`config.mk`:
```
export PLATFORM = sky130hd
export DESIGN_NAME = pipe_stage_elastic
export DESIGN_NICKNAME = d
export VERILOG_FILES = /design/src/rtl/pipe_stage_elastic.sv
export SDC_FILE = /design/constraint.sdc
export NUM_CORES = 1
export LEC_CHECK = 0
export CAP_MARGIN = 25
export CORE_UTILIZATION = 33
export CTS_CLUSTER_DIAMETER = 120
export DETAILED_ROUTE_END_ITERATION = 10
export HOLD_SLACK_MARGIN = 0.12
export PLACE_DENSITY_LB_ADDON = 0.08
export SYNTH_ARGS = -nofsm -noshare
export SYNTH_HDL_FRONTEND = slang
export SYNTH_SLANG_ARGS = --single-unit
export TNS_END_PERCENT = 30
```
`constraint.sdc`:
```
create_clock -name clk -period 20.7 [get_ports clk]
set_clock_uncertainty 0.1 [all_clocks]
set_input_delay 4.14 -clock clk [delete_from_list [all_inputs] [get_ports clk]]
set_output_delay 4.14 -clock clk [all_outputs]
set_load 0.01 [all_outputs]
```
`src/rtl/pipe_stage_elastic.sv`:
```
// Elastic pipeline register with a two-entry skid buffer; 1-cycle latency, full throughput.
// in_ready is registered-state only (drops in TWO); flush turns held entries into bubbles.
module pipe_stage_elastic #(
  parameter int CTRL_W = 12,
  parameter int DATA_W = 137,
  parameter int CNT_W  = 16
) (
  input  logic              clk,
  input  logic              rst,
  input  logic              in_valid,
  output logic              in_ready,
  input  logic [CTRL_W-1:0] in_ctrl,
  input  logic [DATA_W-1:0] in_data,
  input  logic              flush,
  output logic              out_valid,
  input  logic              out_ready,
  output logic [CTRL_W-1:0] out_ctrl,
  output logic [DATA_W-1:0] out_data,
  output logic [CNT_W-1:0]  stall_cnt
);

  typedef enum logic [1:0] {
    EMPTY = 2'd0,
    ONE   = 2'd1,
    TWO   = 2'd2
  } state_t;

  state_t            state, state_nxt;
  logic [CTRL_W-1:0] main_ctrl, skid_ctrl;
  logic [DATA_W-1:0] main_data, skid_data;
  logic              load_main_in, load_main_skid, load_skid;
  logic              accept, take;

  assign in_ready  = (state != TWO) && !rst;
  assign out_valid = (state != EMPTY);
  assign accept    = in_valid && in_ready;
  assign take      = out_valid && out_ready;
  assign out_ctrl  = out_valid ? main_ctrl : '0;
  assign out_data  = main_data;

  always_ff @(posedge clk or posedge rst) begin
    if (rst) state <= EMPTY;
    else     state <= state_nxt;
  end

  // Flush overrides everything: a same-cycle accept is dropped, a take is simply consumed.
  always_comb begin
    state_nxt      = state;
    load_main_in   = 1'b0;
    load_main_skid = 1'b0;
    load_skid      = 1'b0;
    if (flush) begin
      state_nxt = EMPTY;
    end else begin
      case (state)
        EMPTY: begin
          if (accept) begin
            state_nxt    = ONE;
            load_main_in = 1'b1;
          end
        end
        ONE: begin
          if (accept && take) begin
            load_main_in = 1'b1;
          end else if (accept) begin
            state_nxt = TWO;
            load_skid = 1'b1;
          end else if (take) begin
            state_nxt = EMPTY;
          end
        end
        TWO: begin
          if (take) begin
            state_nxt      = ONE;
            load_main_skid = 1'b1;
          end
        end
        default: state_nxt = EMPTY;
      endcase
    end
  end

  always_ff @(posedge clk or posedge rst) begin
    if (rst) begin
      main_ctrl <= '0;
      skid_ctrl <= '0;
    end else if (flush) begin
      main_ctrl <= '0;
      skid_ctrl <= '0;
    end else begin
      if (load_main_in)        main_ctrl <= in_ctrl;
      else if (load_main_skid) main_ctrl <= skid_ctrl;
      if (load_skid)           skid_ctrl <= in_ctrl;
    end
  end

  // Data bundle is never scrubbed by flush, only by reset.
  always_ff @(posedge clk or posedge rst) begin
    if (rst) begin
      main_data <= '0;
      skid_data <= '0;
    end else begin
      if (load_main_in)        main_data <= in_data;
      else if (load_main_skid) main_data <= skid_data;
      if (load_skid)           skid_data <= in_data;
    end
  end

  always_ff @(posedge clk or posedge rst) begin
    if (rst)
      stall_cnt <= '0;
    else if (out_valid && !out_ready && (stall_cnt != {CNT_W{1'b1}}))
      stall_cnt <= stall_cnt + 1'b1;
  end

endmodule

```
Word-level counts from Yosys, hierarchy flattened
Index checks and enable logic that the tools add are counted.
{ "op_classes": {"reduce_logical": 14, "mux": 25, "add_sub_neg": 1, "n_eq_ne": 8} }
{ "op_table": {"columns": ["cell", "n"], "rows": [
  ["$mux 137", 2],
  ["$mux 12", 6],
  ["$add 16x1->16 const B", 1],
  ["$ne 16x16->1 const B", 1],
  ["$mux 2", 6],
  ["$mux 1", 9],
  ["$ne 3x3->1 const B", 3],
  ["$logic_and 1x1->1", 6],
  ["$pmux 2 s3", 1],
  ["$reduce_bool 2->1", 3],
  ["$ne 4x4->1 const B", 1],
  ["$reduce_and 4->1", 1],
  ["$reduce_bool 3->1", 1],
  ["$eq 2x1->1 const B", 1],
  ["$eq 2x2->1 const B", 1],
  ["$logic_not 1->1", 2],
  ["$logic_not 2->1", 1],
  ["$ne 2x2->1 const B", 1],
  ["$pmux 1 s2", 1]
]} }
{ "totals": {"out_inout_bits": 167, "word_cells": 54, "ff_bits": 316} }

Logic depth before layout (Yosys ltp)
Gate-level depths: netlist of run 1.
{ "depth": {"depth_word": 9, "mapped_depth": 8, "ltp_nobuf": 5} }

Worst setup path after synthesis of run 1
OpenSTA, ideal clock, no wires.
{ "synth_timing": {"path_kind": "input to output", "start": "input rst", "end": "output in_ready", "slack_ns": 12.151, "required_ns": 16.460, "stages": 1, "arrival_ns": 4.309, "cell_sequence": "nor2_1"} }
{ "synth_between": {"elab_chain_len": 2} }
{ "synth_lines": {"columns": ["item", "line", "rtl"], "rows": [
  ["from (decl)", "9", "input logic rst,"],
  ["$logic_not 1->1 (no source line)", null, null],
  ["$logic_and 1x1->1", "34", "assign in_ready = (state != TWO) && !rst;"],
  ["to (decl)", "11", "output logic in_ready,"]
]} }
No other way between the ends.

Worst setup path in the final report of run 1
Same ends and word-level chain as after synthesis.

==> impl_metrics.tcl, run 1 <==
set metrics [dict create \
    ys_seq_area_share_pct 60.49 \
    drv_slew 0 \
    crit_chain "clkdlybuf4s50_1, nor2_1, clkdlybuf4s50_1" \
    p_per_area_nw_per_um2 98.61 \
    globalplace.congestion 0.7246 \
    crit_path_start "rst" \
    synth_top_area_share_pct 60.49 \
    root_buffer "clkbuf_16" \
    cp_num_cells 3 \
    rr_startpoint "state[1]" \
    total_power_mw 1.771 \
    grt_max_degree 132 \
    drt_iter0_drc 432 \
    io_buffers 320 \
    gr-usage-met1_pct 23.35 \
    cts_tree "yes" \
    coreArea_um2 38830 \
    postSynthAreaPerCell_um2 13.66 \
    hold_depth 1 \
    worst_path_most_repeated_cell "clkdlybuf4s50_1" \
    fin_cells 1800 \
    place_hpwl_mm 20.88 \
    wl_mm 34.77 \
    worst-path-max-fanout 4 \
    syn-num-nets 1112 \
    rsz0062_at_grt "false" \
    areaGrowthSynthToFinish_pct 37.38 \
    wl_per_cell_um 19.31 \
    critPathLaunchType "primary input" \
    numClockSinks 316 \
    grt_use_total_pct 17.29 \
    worst_ep_required_time_ns 16.46 \
    use_met2_pct 26.30 \
    htreeDepth 2 \
    max_freq_mhz 103.4 \
    ant_nets 0 \
    cts_buffers 39 \
    via_per_inst 4.954 \
    cp_top_family "buffers and inverters" \
    period_share_pct 46.72 \
    post-synth-top-area-cell "dfrtp_1" \
    grt_pass1_vias 9125 \
    max-vdd-ir-drop_mv 0.06335 \
    ys_top_cells_by_area "dfrtp_1 60%, mux2_2 11%, a22o_1 9.2%" \
    firstDrtPassIters 4 \
    busiest_layer "met2" \
    cts_hold_buf 0 \
    start_util_pct 33.67 \
    hold_viol 0 \
    insertion_delay_ns 0.54 \
    synth-warning-count 0 \
    clock_path_buffers 3 \
    hold_class "flop to flop" \
    antenna_found_initial 1 \
    fillers 3575 \
    worst_pin_slew_ns 1.003 \
    synth_top_flop_cell "dfrtp_1" \
    grtUsageMet3_pct 5.260 \
    rr_worst_depth 5 \
    num_io_pins 321 \
    synth-seq-cells 316 \
    tns_ns 0 \
    cap_violations 0 \
    status "finished clean" \
    path_buf_inv 2 \
    place_inst 1732 \
    grt_first_pass_wirelength_mm 54.92 \
    synth_edf_count 0 \
    cpPeakStageDelay_ns 0.57 \
    critPathSlowestCell "clkdlybuf4s50_1" \
    vias 8918 \
    die_area_um2 40410 \
    arrival_ns 5.43 \
    cp-endpoint "in_ready" \
    post-route-drc-count 0 \
    die_h_um 201.0 \
    fp-row-count 72 \
    max_slew_margin_pct 33.14 \
    final_nets 1413 \
    r2r_slack_ns 16.66 \
    drive_above_1_share_pct 16.39 \
    clk_pin_slew_worst_paths_ns 0.05 \
    r2r-end "skid_data[22]" \
    synth_area_um2 13070 \
    die_w_um 201.0 \
    cts_resized 0 \
    post-cts-setup-buffers 0 \
    final-setup-viol-count 0 \
    synthCells 957 \
    end_kind "output pin" \
    async_flop_share_pct 100.0 \
    ys_types 34 \
    fin_crit_ns 9.672 \
    leakage_nw 8.514 \
    grt-ovfl-total 0 \
    crit_type "primary input to output pin" \
]
[flip-flops by register name, summed over array words and instances, names as in the netlist]
| register | flops |
|---|---|
| main_ctrl | 12 |
| out_data | 137 |
| skid_ctrl | 12 |
| skid_data | 137 |
| stall_cnt | 16 |
| state | 2 |
[per-stage QoR]
stage               instance area, µm²  setup slack [ns]  utilization [%]  hold slack, ns
floorplan                        13070             7.717                -          0.3590
global placement                 16660             11.04            42.90          0.3577
detailed placement               16660             11.01            42.90          0.3642
CTS                              17870             11.01            46.03          0.3767
global route                     17960             10.99            46.25          0.3840
finish                           17960             11.03            46.25          0.3721
[routing by layer]
| layer | wire length (µm) | vias up |
|---|---|---|
| met1 | 15840 | 4508 |
| met2 | 15710 | 229 |
| met5 | 17 | - |
| met4 | 756 | 2 |
| li1 | - | 4130 |
| met3 | 2441 | 49 |
[layout by cell type (no fill, tap or decap), types with 2 or more instances in the layout]
master,instances
dfrtp_1,316
nor2_4,2
xor2_1,15
a21oi_1,14
clkinvlp_4,2
or3_1,2
nand4_1,5
nor2_1,16
clkbuf_8,9
mux2_2,129
nand2_1,16
nor4b_1,2
a22o_1,137
nand2b_1,2
mux2_1,9
mux2i_1,13
nor4_1,4
buf_4,13
nor2b_1,13
a21o_1,137
a211oi_1,12
nor4_4,2
clkbuf_16,41
clkdlybuf4s50_1,320
nand3_1,17
nor3_1,7
clkinv_2,4
clkbuf_1,8
buf_16,3
[synthesized netlist by cell type, drive strengths merged (7+ instances only)]
cell	instances
nor3	7
a21o	137
mux2i	13
nand2	16
clkbuf	14
a21oi	14
nor2	19
a211oi	12
xor2	15
a22o	137
buf	62
dfrtp	316
nand3	17
mux2	138
nor2b	13
[power by group]
group / internal, mW / switching [mW] / leakage [nW]
registers: 0.729 / 0.0629 / 4.05
clock network: 0.391 / 0.259 / 0.595
logic: 0.204 / 0.126 / 3.87
total: 1.32 / 0.447 / 8.51
[worst min-delay path by stage]
stage	slack (ns)	start	to
6_report	0.37	out_data[35]	out_data[35]
3_3_place_gp	0.36	out_data[128]	out_data[128]
3_5_place_dp	0.36	out_data[133]	out_data[133]
2_1_floorplan	0.36	skid_data[74]	skid_data[74]
4_1_cts	0.38	out_data[133]	out_data[133]
5_1_grt	0.38	out_data[45]	out_data[45]
[final cells by class]
cell class / count / area, µm² / share of cell area (%)
clock inverters: 6 / 35.03 / 0.1951
repair buffers: 336 / 3383 / 18.84
clock buffers: 58 / 1180 / 6.570
diodes: 1 / 2.502 / 0.01393
well taps: 518 / 648.1 / 3.609
flip-flops and latches: 316 / 7908 / 44.03
inverters: 2 / 15.01 / 0.08361
multi-input cells: 563 / 4787 / 26.66
[cell families after synthesis]
family,synth area share [%]
buf+inv,3.101
simple gates,4.087
fa+ha+maj,0.09570
flops,60.49
mux,12.88
xor+xnor,1.005
compound gates,18.34
No activity file was read; power rests on OpenSTA's default activity.
==> inputs of run 2 (changes only) <==
clock period = 9.8 ns   (was 20.7 ns; I/O delays follow)
==> run 2 against run 1 <==
  * Combinational power grew 110%
  * Non-clock buffer count shrank 4
  * Wire length shrank 1.3%
  * Worst hold slack lost 0.00066 ns
  * Worst setup slack lost 6.6 ns
  * Sequential cell count is the same
  * Clock power grew 110%
  * Critical path type is now primary input to flop
  * Largest power group unchanged
==> impl_metrics.tcl, run 2 (synthesis gave the netlist of run 1 again) <==
set metrics [dict create \
    globalplace.congestion 0.7233 \
    via_per_inst 4.932 \
    post-route-drc-count 0 \
    io_buffers 320 \
    drive_above_1_share_pct 16.48 \
    die_area_um2 40410 \
    num_io_pins 321 \
    coreArea_um2 38830 \
    max-vdd-ir-drop_mv 0.1294 \
    wl_per_cell_um 19.09 \
    fin_crit_ns 5.364 \
    antenna_found_initial 3 \
    grt-ovfl-total 0 \
    end_kind "flop" \
    cts_hold_buf 0 \
    rsz0062_at_grt "false" \
    max_freq_mhz 186.4 \
    grt_max_degree 167 \
    p_per_area_nw_per_um2 208.7 \
    ant_nets 0 \
    insertedDiodeCount 0 \
    cap_violations 0 \
    place_hpwl_mm 20.90 \
    final_nets 1408 \
    root_buffer "clkbuf_16" \
    grt_pass1_vias 9076 \
    max_slew_margin_pct 35.31 \
    cts_buffers 38 \
    crit_type "primary input to flop" \
    start_util_pct 33.67 \
    firstDrtPassIters 4 \
    most-common-layout-cells "320 x clkdlybuf4s50_1, 316 x dfrtp_1, 137 x a22o_1, 137 x a21o_1, 129 x mux2_2" \
    final-setup-viol-count 0 \
    numClockSinks 316 \
    grt_use_total_pct 17.06 \
    hold_class "flop to flop" \
    clock_path_buffers 3 \
    worst_pin_slew_ns 0.9704 \
    tns_ns 0 \
    hold_viol 0 \
    worst-path-max-fanout 56 \
    final_common_cell "clkdlybuf4s50_1" \
    cts_resized 0 \
    die_h_um 201.0 \
    worst_ep_required_time_ns 10.12 \
    insertion_delay_ns 0.55 \
    areaGrowthSynthToFinish_pct 36.79 \
    post-place-ws_ns 3.829 \
    die_w_um 201.0 \
    fillers 3578 \
    drt_iter0_drc 361 \
    wl_mm 34.33 \
    post-cts-setup-buffers 0 \
    grt_first_pass_wirelength_mm 54.27 \
    htreeDepth 2 \
    leakage_nw 8.488 \
    fp-row-count 72 \
    vias 8867 \
    period_share_pct 54.73 \
    clk_pin_slew_worst_paths_ns 0.06 \
    setup_ws_ns 4.436 \
    cts_tree "yes" \
    arrival_ns 5.69 \
    critPathLaunchType "primary input" \
    drv_slew 0 \
    status "finished clean" \
]
-- run 2: area by class of cell --
type                    count  area (µm²)  share of cell area [%]
flip-flops and latches    316        7908                   44.22
multi-input cells         563        4787                   26.77
repair buffers            332        3318                   18.56
clock buffers              53        1109                   6.199
well taps                 518       648.1                   3.624
clock inverters            14       101.3                  0.5667
inverters                   2       11.26                 0.06297
-- run 2: per-layer routing --
layer	GRT usage [%]	up-vias	part of all wire (%)
met5	0	-	0.076
met4	4.362	4	1.7
met2	26.14	205	45
met1	22.75	4488	46
li1	-	4127	-
met3	6.218	43	7.2
-- run 2: worst paths after layout --
check	slack, ns	startpoint	depth (start not counted)	endpoint
max	4.44	rst	6	skid_data[61]
min	0.37	out_data[84]	1	out_data[84]
max reg2reg	5.87	state[1]	5	skid_data[61]
min reg2reg	0.37	out_data[84]	1	out_data[84]
max in group asynchronous	6.78	rst	3	out_data[59]
min in group asynchronous	2.08	rst	3	state[1]
-- run 2: power breakdown --
part	switching, mW	total [mW]	internal (mW)	leakage [nW]
logic	0.264	0.694	0.429	3.83
clock network	0.550	1.36	0.815	0.607
registers	0.135	1.67	1.54	4.05
-- run 2: worst max-delay path: stages --
cell and delay (ns):
clkdlybuf4s50_1 0.53, nor3b_4 0.62, nand2_1 0.49, nor2_4 0.82, buf_4 0.75, mux2_2 0.42
-- run 2: through the flow --
stage / instances / total power [mW] / area (µm²) / util [%] / hold WS [ns]
floorplan: 957 / 1.992 / 13080 / - / 0.3590
global placement: 1731 / 2.387 / 16670 / 42.94 / 0.3573
detailed placement: 1731 / 2.400 / 16670 / 42.94 / 0.3642
CTS: 1798 / 3.796 / 17880 / 46.06 / 0.3764
global route: 1798 / 3.916 / 17880 / 46.06 / 0.3813
finish: 1798 / 3.733 / 17880 / 46.06 / 0.3714
==> inputs of run 3 (changes only) <==
clock period = 5.1 ns   (was 9.8 ns; I/O delays follow)
==> run 3 against run 2 <==
  * Worst hold slack got worse by 0.00089 ns
  * Critical path depth fell by 3
  * Utilization rose by 0.32 points
  * Combinational power rose by 95%
  * Cell area rose by 0.70%
  * Power rose by 88%
  * Largest cell class unchanged
  * Sequential power rose by 93%
  * Clock power rose by 79%
  * Sequential cell count did not move
  * Global-route usage barely moved
==> impl_metrics.tcl, run 3 (synthesis gave the netlist of run 1 again) <==
set metrics [dict create \
    cts_tree "yes" \
    p_seq_share_pct 45.9 \
    cp_top_family "simple AND/OR/NAND/NOR gates" \
    final-setup-viol-count 0 \
    end_kind "output pin" \
    fin_crit_ns 3.478 \
    cts_hold_buf 0 \
    max_freq_mhz 287.6 \
    wl_per_cell_um 19.04 \
    die_area_um2 40410 \
    grt_first_pass_wirelength_mm 54.39 \
    leakage_nw 8.521 \
    hold_viol 0 \
    ant_nets 0 \
    status "finished clean" \
    post-cts-setup-buffers 0 \
    place_hpwl_mm 21.36 \
    critPathLaunchType "flop" \
    worst_pin_slew_ns 0.8928 \
    coreArea_um2 38830 \
    wl_mm 34.34 \
    pwr-share-comb_pct 19.2 \
    post-route-drc-count 0 \
    critPathSlowestCell "nor2_2" \
    grt-ovfl-total 0 \
    switching_share_pct 25.28 \
    root_buffer "clkbuf_16" \
    most-common-layout-cells "320 x clkdlybuf4s50_1, 316 x dfrtp_1, 137 x a22o_1, 137 x a21o_1, 129 x mux2_2" \
    drv_slew 0 \
    drt_iter0_drc 350 \
    die_w_um 201.0 \
    p_per_area_nw_per_um2 389.0 \
    max_slew_margin_pct 40.48 \
    cpPeakStageDelay_ns 0.67 \
    worst-path-max-fanout 18 \
    whs_ns 0.3705 \
    fp-row-count 72 \
    num_io_pins 321 \
    final_nets 1419 \
    grt_use_total_pct 17.04 \
    crit_chain "nor2_2, nor2b_1, clkdlybuf4s50_1" \
    utilization_pct 46.38 \
    globalplace.congestion 0.7288 \
    insertion_delay_ns 0.51 \
    io_buffers 320 \
    max-vdd-ir-drop_mv 0.2687 \
    holdPathEnd "out_data[92]" \
    cap_violations 0 \
    arrival_ns 2.36 \
    power.share.clock_pct 34.9 \
    vias 8930 \
    worst_ep_required_time_ns 3.98 \
    hold_depth 1 \
    period_share_pct 68.19 \
    start_util_pct 33.67 \
    rr_worst_depth 6 \
    r2r-end "skid_data[13]" \
    total_power_mw 7.005 \
    antenna_found_initial 4 \
    areaGrowthSynthToFinish_pct 37.75 \
    clk_pin_slew_worst_paths_ns 0.05 \
    path_buf_inv 1 \
    min_from "out_data[92]" \
    firstDrtPassIters 4 \
    hold_class "flop to flop" \
    fillers 3551 \
    r2r_slack_ns 2.69 \
    power.internal_mw 5.234 \
    final_common_cell "clkdlybuf4s50_1" \
    drive_above_1_share_pct 16.36 \
    grt_max_degree 150 \
    clock_path_buffers 3 \
    grt_pass1_vias 9031 \
    cts_buffers 37 \
    numClockSinks 316 \
    rsz0062_at_grt "false" \
    rr_startpoint "state[1]" \
    via_per_inst 4.953 \
    p_sw_mw 1.771 \
    htreeDepth 2 \
    cts_resized 0 \
    die_h_um 201.0 \
    crit_type "flop to output pin" \
]
-- run 3: changes by cell type in the layout (fill, tap and decap cells not counted) --
| cell | change |
|---|---|
| buf_12 | +12 |
| diode_2 | +1 |
| clkbuf_16 | -2 |
| clkinvlp_4 | -1 |
| bufinv_16 | -1 |
| clkinv_2 | -8 |
| inv_6 | -1 |
| clkbuf_1 | +5 |
-- run 3: worst max-delay path by stage --
| stage | start | slack (ns) | endpoint | cells past startpoint |
|---|---|---|---|---|
| after floorplan | rst | -0.23 | main_ctrl[0] | 1 |
| after global placement | out_ready | 1.58 | out_data[104] | 7 |
| after detailed placement | out_ready | 1.57 | out_data[85] | 7 |
| after CTS | state[1] | 1.56 | out_ctrl[9] | 3 |
| after global routing | state[1] | 1.45 | out_ctrl[1] | 3 |
| final | state[1] | 1.62 | out_ctrl[9] | 3 |
-- run 3: area by class of cell --
type                       instances  area, µm²  share of cell area, %
sequential                       316       7908                  43.91
multi-input combinational        563       4787                  26.58
timing repair buffer             344       3558                  19.76
clock buffer                      56       1077                  5.982
tap                              518      648.1                  3.599
clock inverter                     3      15.01                0.08338
inverter                           2      11.26                0.06253
antenna                            1      2.502                0.01390
-- run 3: metal layers --
layer  up-vias  GRT usage (%)  wire length [µm]  part of all wire, %
met4         4          4.526               620                  1.8
met3        52          5.130              2356                  6.9
met1      4524          23.46             15600                   45
met5         -              0                23                0.067
met2       216          25.98             15730                   46
li1       4134              -                 -                    -
-- run 3: power by group through the flow --
stage               Sequential (mW)  Clock [mW]  Combinational [mW]
floorplan                      3.33           0               0.500
global placement               3.25           0                1.35
detailed placement             3.26           0                1.36
CTS                            3.22        2.53                1.37
global route                   3.29        2.63                1.45
finish                         3.22        2.44                1.35
-- run 3: through the flow --
stage	cells	setup WS [ns]	area [µm²]	TNS (ns)
after floorplan	957	-0.2308	13080	-72.95
after global placement	1742	1.580	16890	0
after detailed placement	1742	1.568	16890	0
after CTS	1801	1.561	17980	0
after global routing	1802	1.447	18000	0
final	1803	1.622	18010	0
-- run 3: worst reg2reg max path: stages (launching register included) --
cell	delay [ns]
dfrtp_1	0.51
nor3b_4	0.23
buf_4	0.23
nand2_1	0.13
nor2_4	0.43
buf_12	0.28
mux2_2	0.39
